==> config.mk <==
export PLATFORM = sky130hd
export DESIGN_NAME = tables_lut
export DESIGN_NICKNAME = d
export VERILOG_FILES = /design/src/rtl/tables_lut.sv
export SDC_FILE = /design/constraint.sdc
export NUM_CORES = 1
export LEC_CHECK = 0
export BUFFER_PORTS_ARGS = -buffer_cell sky130_fd_sc_hd__buf_4
export CAP_MARGIN = 30
export CORE_MARGIN = 2
export CORE_UTILIZATION = 53
export DETAILED_ROUTE_END_ITERATION = 16
export MAX_ROUTING_LAYER = met4
export PLACE_DENSITY = 0.82
export SLEW_MARGIN = 20
export SYNTH_ARGS = -nofsm -noshare
export SYNTH_HDL_FRONTEND = slang
export SYNTH_SLANG_ARGS = --single-unit
==> constraint.sdc <==
create_clock -name clk -period 4.8 [get_ports clk]
set_input_delay 1.44 -clock clk [delete_from_list [all_inputs] [get_ports clk]]
set_output_delay 1.44 -clock clk [all_outputs]
set_load 0.03 [all_outputs]
==> src/rtl/tables_lut.sv <==
// Registered 3-input truth-table evaluator with a runtime-writable table
// and a saturating counter of output transitions.
module tables_lut #(
  parameter logic [7:0]  INIT  = 8'hE8,
  parameter int unsigned CNT_W = 16
) (
  input  logic             clk,
  input  logic             rst,
  input  logic             w,
  input  logic             x,
  input  logic             y,
  input  logic             cfg_we,
  input  logic [7:0]       cfg_data,
  output logic             z,
  output logic [7:0]       cfg_q,
  output logic [CNT_W-1:0] toggle_cnt
);

  logic [7:0] tbl;
  logic [2:0] idx;
  logic       z_next;

  assign idx    = {w, x, y};
  // Lookup reads the table as it stood before this edge's write.
  assign z_next = tbl[idx];
  assign cfg_q  = tbl;

  always_ff @(posedge clk) begin
    if (rst) begin
      tbl        <= INIT;
      z          <= 1'b0;
      toggle_cnt <= '0;
    end else begin
      z <= z_next;
      if (cfg_we)
        tbl <= cfg_data;
      if ((z_next != z) && (toggle_cnt != '1))
        toggle_cnt <= toggle_cnt + 1'b1;
    end
  end

endmodule

==> results of run 1 <==
[cell usage after synthesis (3+ instances only)]
cell,number,share of area
sky130_fd_sc_hd__a31o_2,3,0.021
sky130_fd_sc_hd__mux2i_1,6,0.048
sky130_fd_sc_hd__a21o_1,4,0.024
sky130_fd_sc_hd__nand4_1,7,0.035
sky130_fd_sc_hd__and3_1,3,0.015
sky130_fd_sc_hd__or4_1,4,0.024
sky130_fd_sc_hd__nor2_1,8,0.024
sky130_fd_sc_hd__a21oi_1,13,0.052
sky130_fd_sc_hd__inv_1,9,0.027
sky130_fd_sc_hd__nor2b_1,4,0.020
sky130_fd_sc_hd__nand2_1,5,0.015
sky130_fd_sc_hd__clkbuf_1,5,0.015
sky130_fd_sc_hd__nor3_1,4,0.016
sky130_fd_sc_hd__o31ai_1,3,0.018
sky130_fd_sc_hd__dfxtp_1,25,0.40
sky130_fd_sc_hd__a211o_1,4,0.028
sky130_fd_sc_hd__nand3_1,5,0.020
[logic make-up (layout without fill, tap and decap cells)]
family          Yosys count  count (layout)  share of synthesized area
xor+xnor                  1               1                    0.00703
flops                    25              25                      0.402
buf+inv                  16              51                     0.0542
fa+ha+maj                 1               1                     0.0100
mux                       9               9                     0.0783
compound gates           37              37                      0.222
simple gates             49              49                      0.227
[how the worst min path moves through the flow]
stage | start | endpoint | slack, ps | cells past startpoint
floorplan | toggle_cnt[7]$_SDFFE_PP0P_ | toggle_cnt[7]$_SDFFE_PP0P_ | 620 | 2
global placement | toggle_cnt[15]$_SDFFE_PP0P_ | toggle_cnt[15]$_SDFFE_PP0P_ | 480 | 2
detailed placement | toggle_cnt[9]$_SDFFE_PP0P_ | toggle_cnt[9]$_SDFFE_PP0P_ | 500 | 2
CTS | toggle_cnt[9]$_SDFFE_PP0P_ | toggle_cnt[9]$_SDFFE_PP0P_ | 520 | 2
global route | toggle_cnt[7]$_SDFFE_PP0P_ | toggle_cnt[7]$_SDFFE_PP0P_ | 560 | 2
finish | toggle_cnt[7]$_SDFFE_PP0P_ | toggle_cnt[7]$_SDFFE_PP0P_ | 530 | 2
[critical path: cells and delay by family]
| kind | cells | cell delay, ps |
|---|---|---|
| compound gates | 3 | 770 |
| mux | 1 | 200 |
| buf+inv | 1 | 130 |
| simple gates | 2 | 790 |
[sequential cells by signal, summed over array words and instances, names as in the netlist]
signal      count
toggle_cnt     16
cfg_q           8
z               1
[where the power goes]
part | switching, mW | leakage, nW | internal [mW] | total [mW]
Combinational | 0.0514 | 0.409 | 0.0392 | 0.0906
Clock | 0.0615 | 0.0177 | 0.0312 | 0.0927
Sequential | 0.0105 | 0.204 | 0.217 | 0.227
[per-stage QoR]
| stage | cells | area, sq um | hold slack, ps |
|---|---|---|---|
| 2_1_floorplan | 138 | 1250 | 616 |
| 3_3_place_gp | 197 | 1530 | 482 |
| 4_1_cts | 201 | 1560 | 520 |
| 3_5_place_dp | 197 | 1530 | 500 |
| 5_1_grt | 201 | 1560 | 556 |
| 6_report | 201 | 1560 | 528 |
[final cells by class]
| type | instances | area [sq um] | area share |
|---|---|---|---|
| flip-flops and latches | 25 | 500 | 0.321 |
| inverters | 9 | 33.8 | 0.0217 |
| well taps | 28 | 35.0 | 0.0225 |
| multi-input cells | 97 | 678 | 0.435 |
| clock buffers | 3 | 22.5 | 0.0144 |
| clock inverters | 1 | 5.00 | 0.00321 |
| repair buffers | 38 | 285 | 0.183 |
[cell usage in the layout, fill, tap and decap left out, types with 2 or more instances in the layout]
cell	synthesis	final
sky130_fd_sc_hd__and4_1	2	2
sky130_fd_sc_hd__o31ai_1	3	3
sky130_fd_sc_hd__inv_1	9	9
sky130_fd_sc_hd__and3_1	3	3
sky130_fd_sc_hd__nand4_1	7	7
sky130_fd_sc_hd__clkbuf_4	0	3
sky130_fd_sc_hd__or4_1	4	4
sky130_fd_sc_hd__a21oi_1	13	13
sky130_fd_sc_hd__nand2_1	5	5
sky130_fd_sc_hd__a31o_2	3	3
sky130_fd_sc_hd__buf_4	0	38
sky130_fd_sc_hd__mux2i_1	6	6
sky130_fd_sc_hd__mux2_2	2	2
sky130_fd_sc_hd__o21ai_0	2	2
sky130_fd_sc_hd__nor2b_1	4	4
sky130_fd_sc_hd__nor2_1	8	8
sky130_fd_sc_hd__nand2b_1	2	2
sky130_fd_sc_hd__nand3_1	5	5
sky130_fd_sc_hd__dfxtp_1	25	25
sky130_fd_sc_hd__nor3_1	4	4
sky130_fd_sc_hd__a21o_1	4	4
sky130_fd_sc_hd__a211o_1	4	4
sky130_fd_sc_hd__or3_1	2	2
[routing by layer]
metal | vias up | wire [um] | part of all wire
met1 | 563 | 1320 | 0.46
met4 | 0 | 17 | 0.0060
met2 | 34 | 1400 | 0.49
li1 | 581 | - | -
met5 | - | 0 | 0
met3 | 2 | 117 | 0.041
==> reports/summary.md, run 1 <==
### Run status
* **result of the run** finished, final reports clean

### GRT
* **number of antenna violations at the first check in global routing** 0
* **wire length of the first global-routing pass** 4.62 mm
* **overall global routing resource usage** 0.229
* **met1 track demand over resource in global routing** 0.317
* **grt ovf** 0
* **number of global-route vias before repair** 984
* **met2 usage in global routing** 0.352
* **most utilized layer in the global route result** met2
* **GRT met3 Usage** 0.0343
* **pin count of the biggest net entering global routing** 27

### CTS
* **H-Tree Level Count** 1
* **Clock Latency Late Sink** 310 ps
* **clock-pin slew on the worst setup and hold paths** 130 ps
* **clock buffer count from CTS** 3
* **clock tree from TritonCTS** built
* **hold buffer count at cts** 0
* **clock buffer depth** 2
* **post-cts repair resize count** 0
* **Setup Fix Bufs, Post-CTS** 0
* **clock root buffer** sky130_fd_sc_hd__clkbuf_4
* **number of clock sinks** 25

### Power
* **power density of the placed cells** 263 nW/um^2
* **cell leakage power** 0.630 nW
* **power after layout** 410 uW
* **Max VDD drop** 0.000254 V

### Placed design
* **port buffer count** 38
* **worst setup slack before clock tree synthesis** 1410 ps
* **Final GP Congestion** 0.757
* **sum of net half-perimeters after detailed placement** 2.09 mm

### Floorplan
* **area of the die** 2760 sq um
* **Initial Utilization** 0.563
* **die width** 52.5 um
* **number of ports placed on the die boundary** 39
* **vertical die dimension** 52.5 um
* **Placement Rows** 17
* **Core Area** 2210 sq um

### Routing
* **average via count per standard cell** 5.87
* **first-pass detailed-route iteration total** 4
* **total length of routed wires** 2.86 mm
* **antenna-violating nets left** 0
* **DR WL/cell** 14.2 um
* **total number of vias** 1180
* **DRT iter0 DRCs** 16
* **remaining design rule violation count** 0

### Setup path
* **source of the worst register-to-register timing path** toggle_cnt[0]$_SDFFE_PP0P_
* **CP max FO** 9
* **endpoint of the most critical register-to-register path** toggle_cnt[8]$_SDFFE_PP0P_
* **Critical Path AT** 3340 ps
* **cell with the largest stage delay on the worst path** sky130_fd_sc_hd__a211oi_4
* **Critical Path End** toggle_cnt[7]$_SDFFE_PP0P_
* **maximum single-stage delay on the critical path** 410 ps
* **critical path class** input port to flip-flop
* **critical path data required time** 5060 ps
* **sort of element at the end of the critical path** flip-flop
* **crit start category** input port
* **CP startpoint** y
* **Critical Path, Cell by Cell** buf_4 -> mux2_4 -> a2bb2o_4 -> or3_4 -> a211oi_4 -> or3b_1 -> a21oi_1
* **worst reg2reg path depth** 6
* **slack of the worst reg-to-reg path** 2200 ps

### Synth
* **post-synthesis net count** 153
* **post-synthesis instance total** 138
* **Seq cells post-synth** 25
* **Unique masters post-synth** 38
* **count of flip-flops with a built-in enable after synthesis** 0
* **leading register cell type out of synthesis** sky130_fd_sc_hd__dfxtp_1
* **YS warnings** 0
* **combined area of all synthesized cells** 1250 sq um
* **FFs w/ async S/R, synth** 0
* **Post-Syn Area per Cell** 9.03 sq um
* **sequential share of the synthesized area** 0.402

### STA
* **highest clock frequency the design can meet** 325 MHz
* **Final min period** 3080 ps
* **TNS Setup** 0 ps
* **unrepaired setup endpoints after global routing** no
* **final count of pins violating max slew** 0
* **post-route setup slack** 1720 ps
* **total setup violations reported at the end of the flow** 0
* **worst setup skew after layout** 1.23 ps
* **slew of the pin with the lowest slew margin** 976 ps
* **final-report hold violation count** 0
* **period utilization** 0.641
* **tightest slew margin relative to the limit** 0.344

### Finish
* **number of fill cells** 185
* **growth of design area from synthesis to finish** 25.2%
* **Layout Utilization** 0.705
* **layout cell share with drive strength beyond 1** 0.306
* **Final Net Count** 189
* **number of antenna diodes** 0

### Run
* **max-capacitance violation count** 0

### Worst hold path
* **kind of path behind the tightest hold check** flip-flop to flip-flop

Note: power is estimated with default switching activity, not from simulation.
==> run 2: changes to the inputs <==
CORE_UTILIZATION = 50   (was 53)
PLACE_DENSITY = 0.78   (was 0.82)
clock period = 2.96 ns   (was 4.8 ns; I/O delays follow)
==> reports/summary.md, run 2 (synthesized netlist as in run 1, its figures left out) <==
### Setup path
* **crit start category** input port
* **Critical Path AT** 2680 ps, -660 ps
* **maximum single-stage delay on the critical path** 490 ps, +80 ps
* **Critical Path, Cell by Cell** buf_4 -> mux2_4 -> a2bb2o_4 -> or3_4 -> and2_4 -> or4_1 -> a21oi_1
* **critical path data required time** 3210 ps, -1850 ps
* **CP max FO** 11, +2
* **sort of element at the end of the critical path** flip-flop
* **critical path class** input port to flip-flop
* **cell with the largest stage delay on the worst path** sky130_fd_sc_hd__or4_1

### Finish
* **final standard cell area without fillers** 1580 sq um, +1.5%
* **commonest non-fill, non-tap cell in the layout** sky130_fd_sc_hd__buf_4
* **number of fill cells** 182, -1.6%
* **Final Net Count** 192, +1.6%
* **Largest Register** toggle_cnt
* **most frequent cells in the layout** sky130_fd_sc_hd__buf_4 (41), sky130_fd_sc_hd__dfxtp_1 (25), sky130_fd_sc_hd__a21oi_1 (13)
* **layout cell share with drive strength beyond 1** 0.313, +0.00614
* **area used by multi-input combinational logic** 678 sq um, unchanged
* **area of all sequential standard cells** 500 sq um, unchanged
* **max reg flops** 16, unchanged
* **number of antenna diodes** 0, unchanged
* **growth of design area from synthesis to finish** 27.1%

### STA
* **period utilization** 0.820
* **tightest slew margin relative to the limit** 0.766, +0.421
* **final-report hold violation count** 0, unchanged
* **unrepaired setup endpoints after global routing** no
* **total setup violations reported at the end of the flow** 0, unchanged
* **worst setup skew after layout** 3.05 ps, +1.82 ps
* **slew of the pin with the lowest slew margin** 349 ps, -627 ps
* **highest clock frequency the design can meet** 412 MHz
* **Final min period** 2430 ps
* **TNS Setup** 0 ps, unchanged
* **final count of pins violating max slew** 0, unchanged

### GRT
* **number of global-route vias before repair** 986, +0.20%
* **GRT met3 Usage** 0.0278, -0.00651
* **wire length of the first global-routing pass** 4.53 mm, -1.8%
* **number of antenna violations at the first check in global routing** 0, unchanged
* **met1 track demand over resource in global routing** 0.284, -0.0339
* **grt ovf** 0, unchanged
* **pin count of the biggest net entering global routing** 27, unchanged
* **met2 usage in global routing** 0.341, -0.0106
* **most utilized layer in the global route result** met2
* **overall global routing resource usage** 0.216, -0.0127

### Routing
* **remaining design rule violation count** 0, unchanged
* **DRT iter0 DRCs** 21, +5
* **total number of vias** 1170, -0.85%
* **average via count per standard cell** 5.68, -3.3%
* **first-pass detailed-route iteration total** 4, unchanged
* **total length of routed wires** 2.85 mm, -0.25%
* **DR WL/cell** 13.8 um, -2.7%
* **antenna-violating nets left** 0, unchanged

### Floorplan
* **area of the die** 2910 sq um, +5.5%
* **die width** 53.9 um, +2.7%
* **number of ports placed on the die boundary** 39, unchanged
* **Initial Utilization** 0.517, -0.0462
* **Core Area** 2410 sq um, +8.9%
* **Placement Rows** 18, +1
* **vertical die dimension** 53.9 um, +2.7%

### Placed design
* **Final GP Congestion** 0.844, +11%
* **sum of net half-perimeters after detailed placement** 2.13 mm, +2.1%
* **port buffer count** 38, unchanged
* **cell area after placement** 1560 sq um, +1.6%

### Power
* **Max VDD drop** 0.000380 V, +50%
* **cell leakage power** 0.643 nW, +2.1%
* **power density of the placed cells** 423 nW/um^2, +61%

### Run
* **max-capacitance violation count** 0, unchanged

### CTS
* **clock tree from TritonCTS** built
* **clock root buffer** sky130_fd_sc_hd__clkbuf_4
* **hold buffer count at cts** 0, unchanged
* **Clock Latency Late Sink** 310 ps, about the same
* **clock buffer depth** 2, unchanged
* **clock buffer count from CTS** 3, unchanged
* **H-Tree Level Count** 1, unchanged
* **number of clock sinks** 25, unchanged
* **post-cts repair resize count** 0, unchanged
* **Setup Fix Bufs, Post-CTS** 0, unchanged
* **clock-pin slew on the worst setup and hold paths** 130 ps, about the same

### Run status
* **result of the run** finished, final reports clean

### Worst hold path
* **kind of path behind the tightest hold check** flip-flop to flip-flop

run 2: power by group:
part           internal, mW  switching (mW)  total [mW]
clock                0.0526           0.100       0.153
combinational        0.0669          0.0836       0.151
sequential            0.351          0.0158       0.367
run 2: path summary, 6_finish.rpt:
kind	start	endpoint	slack (ps)	cells after the start
setup reg to reg	cfg_q[7]$_SDFFE_PP1P_	toggle_cnt[9]$_SDFFE_PP0P_	890	6
hold / removal	toggle_cnt[9]$_SDFFE_PP0P_	toggle_cnt[9]$_SDFFE_PP0P_	520	2
hold reg to reg	toggle_cnt[9]$_SDFFE_PP0P_	toggle_cnt[9]$_SDFFE_PP0P_	520	2
setup / recovery	y	toggle_cnt[9]$_SDFFE_PP0P_	530	7
run 2: worst max-delay path: cells and delay by family:
kind,cells,cell delay [ps]
buffers and inverters,1,130
AO/OA/AOI/OAI,2,360
AND/OR/NAND/NOR,3,1100
multiplexers,1,200
run 2: layout make-up:
cell class	instances	share of cell area
timing repair buffer	41	0.194
sequential	25	0.316
multi-input combinational	97	0.428
clock buffer	4	0.0166
tap	30	0.0237
inverter	9	0.0213
run 2: per-stage QoR:
stage	setup WS [ps]	total power, mW	std cells	hold slack (ps)	util
2_1_floorplan	313	0.474	138	616	-
3_3_place_gp	240	0.519	202	493	0.646
3_5_place_dp	204	0.525	202	507	0.646
4_1_cts	537	0.676	206	526	0.657
5_1_grt	452	0.702	206	548	0.657
6_report	532	0.670	206	524	0.657
run 2: metal layers:
layer	routed length [um]	up-vias	share of wire
met5	0	-	0
met4	15	0	0.0053
met3	130	2	0.046
met2	1370	34	0.48
met1	1340	541	0.47
li1	-	593	-
==> run 3: changes to the inputs <==
CORE_UTILIZATION = 45   (was 50)
PLACE_DENSITY = 0.75   (was 0.78)
clock period = 2.1 ns   (was 2.96 ns; I/O delays follow)
==> reports/summary.md, run 3 (synthesized netlist as in run 1, its figures left out) <==
### Setup path
* **CP startpoint** y
* **cell with the largest stage delay on the worst path** sky130_fd_sc_hd__or4_4
* **source of the worst register-to-register timing path** cfg_q[7]$_SDFFE_PP1P_
* **CP max FO** 7, -4
* **critical path class** input port to flip-flop
* **critical path data required time** 2360 ps, -850 ps
* **critical path's top delay family** simple AND/OR/NAND/NOR gates
* **Critical Path AT** 2340 ps, -340 ps
* **Critical Path, Cell by Cell** buf_4 -> mux2_4 -> a2bb2o_4 -> or3_4 -> and2_4 -> or4_4 -> a21oi_2
* **buffering stage count on the worst path with inverters included** 1, unchanged
* **maximum single-stage delay on the critical path** 480 ps, about the same
* **crit start category** input port
* **sort of element at the end of the critical path** flip-flop

### GRT
* **pin count of the biggest net entering global routing** 27, unchanged
* **overall global routing resource usage** 0.192, -0.0237
* **most utilized layer in the global route result** met2
* **wire length of the first global-routing pass** 4.86 mm, +7.3%
* **met2 usage in global routing** 0.326, -0.0159
* **met1 track demand over resource in global routing** 0.233, -0.0504
* **number of global-route vias before repair** 1135, +15%
* **grt ovf** 0, unchanged
* **number of antenna violations at the first check in global routing** 0, unchanged
* **GRT met3 Usage** 0.0230, -0.00474

### STA
* **Final min period** 2080 ps
* **unrepaired setup endpoints after global routing** yes
* **period utilization** 0.992
* **slew of the pin with the lowest slew margin** 381 ps, +32.1 ps
* **tightest slew margin relative to the limit** 0.745, -0.0206
* **total setup violations reported at the end of the flow** 0, unchanged
* **final-report hold violation count** 0, unchanged
* **Min Hold Slack** 513 ps, -11.2 ps
* **final count of pins violating max slew** 0, unchanged
* **highest clock frequency the design can meet** 480 MHz
* **worst setup skew after layout** 10.4 ps, +7.36 ps
* **post-route setup slack** 16.1 ps, -516 ps
* **TNS Setup** 0 ps, unchanged

### Finish
* **Final Net Count** 196, +2.1%
* **most frequent cells in the layout** sky130_fd_sc_hd__buf_4 (45), sky130_fd_sc_hd__dfxtp_1 (25), sky130_fd_sc_hd__a21oi_1 (11)
* **number of fill cells** 226, +24%
* **growth of design area from synthesis to finish** 32.2%
* **Layout Utilization** 0.613, -0.0439
* **number of antenna diodes** 0, unchanged
* **final standard cell area without fillers** 1650 sq um, +4.0%
* **Largest Register** toggle_cnt
* **count of placed standard cells in the final layout, fillers left out** 211, +2.4%
* **commonest non-fill, non-tap cell in the layout** sky130_fd_sc_hd__buf_4
* **layout cell share with drive strength beyond 1** 0.361, +0.0486
* **max reg flops** 16, unchanged

### Routing
* **antenna-violating nets left** 0, unchanged
* **total length of routed wires** 2.84 mm, -0.18%
* **average via count per standard cell** 5.60, -1.4%
* **total number of vias** 1182, +1.0%
* **DRT iter0 DRCs** 26, +24%
* **first-pass detailed-route iteration total** 4, unchanged
* **remaining design rule violation count** 0, unchanged
* **DR WL/cell** 13.5 um, -2.5%

### Placed design
* **sum of net half-perimeters after detailed placement** 2.12 mm, -0.49%
* **cell area after placement** 1590 sq um, +2.2%
* **Cell Count Post-Placement** 206, +2.0%
* **port buffer count** 38, unchanged
* **worst setup slack before clock tree synthesis** -312 ps, -517 ps
* **Final GP Congestion** 0.767, -9.0%

### Floorplan
* **area of the die** 3210 sq um, +10%
* **die width** 56.6 um, +5.0%
* **number of ports placed on the die boundary** 39, unchanged
* **Core Area** 2690 sq um, +11%
* **Initial Utilization** 0.464, -0.0532
* **Placement Rows** 19, +1
* **vertical die dimension** 56.6 um, +5.0%

### CTS
* **clock root buffer** sky130_fd_sc_hd__clkbuf_4
* **H-Tree Level Count** 1, unchanged
* **Clock Latency Late Sink** 320 ps, about the same
* **clock-pin slew on the worst setup and hold paths** 130 ps, about the same
* **clock buffer count from CTS** 3, unchanged
* **number of clock sinks** 25, unchanged
* **clock buffer depth** 2, unchanged
* **clock tree from TritonCTS** built

### Worst hold path
* **startpoint of the tightest hold check path** cfg_data[7]
* **kind of path behind the tightest hold check** input port to flip-flop

### Power
* **power after layout** 977 uW, +46%
* **cell leakage power** 0.681 nW, +5.9%
* **Max VDD drop** 0.000645 V, +70%
* **power density of the placed cells** 593 nW/um^2, +40%

### Run
* **max-capacitance violation count** 0, unchanged

### Run status
* **result of the run** finished, final reports clean

run 3: changes by cell type in the layout (fill, tap and decap cells not counted):
cell,previous run,this run
sky130_fd_sc_hd__or4_4,0,1
sky130_fd_sc_hd__o22ai_1,1,0
sky130_fd_sc_hd__nor3_4,0,1
sky130_fd_sc_hd__a21oi_1,13,11
sky130_fd_sc_hd__clkbuf_1,1,0
sky130_fd_sc_hd__o22ai_2,0,1
sky130_fd_sc_hd__buf_4,41,45
sky130_fd_sc_hd__clkinvlp_4,0,1
sky130_fd_sc_hd__or4_1,4,3
sky130_fd_sc_hd__nor3_1,4,3
sky130_fd_sc_hd__a21oi_2,1,3
run 3: final timing paths:
| kind | endpoint | slack [ps] | depth (start not counted) |
|---|---|---|---|
| max | toggle_cnt[14]$_SDFFE_PP0P_ | 20 | 7 |
| min reg2reg | toggle_cnt[11]$_SDFFE_PP0P_ | 540 | 2 |
| min | cfg_q[7]$_SDFFE_PP1P_ | 510 | 2 |
| max reg2reg | toggle_cnt[14]$_SDFFE_PP0P_ | 120 | 6 |
run 3: layer usage:
metal	part of all wire	routed length, um	up-vias
met5	0	0	-
met4	0.014	40	0
met3	0.041	117	4
met2	0.49	1400	27
met1	0.45	1280	554
li1	-	-	597
run 3: repair_timing:
item | CTS | global route
gates resized for setup | 0 | 4
setup buffers | 0 | 1
hold buffers | 0 | 0
setup endpoints to repair | 0 | 9
run 3: worst register-to-register path, stage by stage, from the launching register on:
cell	delay [ps]
sky130_fd_sc_hd__dfxtp_1	380
sky130_fd_sc_hd__mux2_4	160
sky130_fd_sc_hd__a2bb2o_4	220
sky130_fd_sc_hd__or3_4	360
sky130_fd_sc_hd__and2_4	200
sky130_fd_sc_hd__or4_4	480
sky130_fd_sc_hd__a21oi_2	120
run 3: cell type report:
cell class,count,area (sq um),area share
tap,31,38.8,0.0235
clock inverter,1,7.51,0.00456
multi-input combinational,97,707,0.429
sequential,25,500,0.304
timing repair buffer,45,338,0.205
inverter,9,33.8,0.0205
clock buffer,3,22.5,0.0137
run 3: where the power goes:
part	total, mW	switching [mW]	internal, mW
Combinational	0.245	0.131	0.114
Clock	0.219	0.147	0.0727
Sequential	0.513	0.0179	0.495
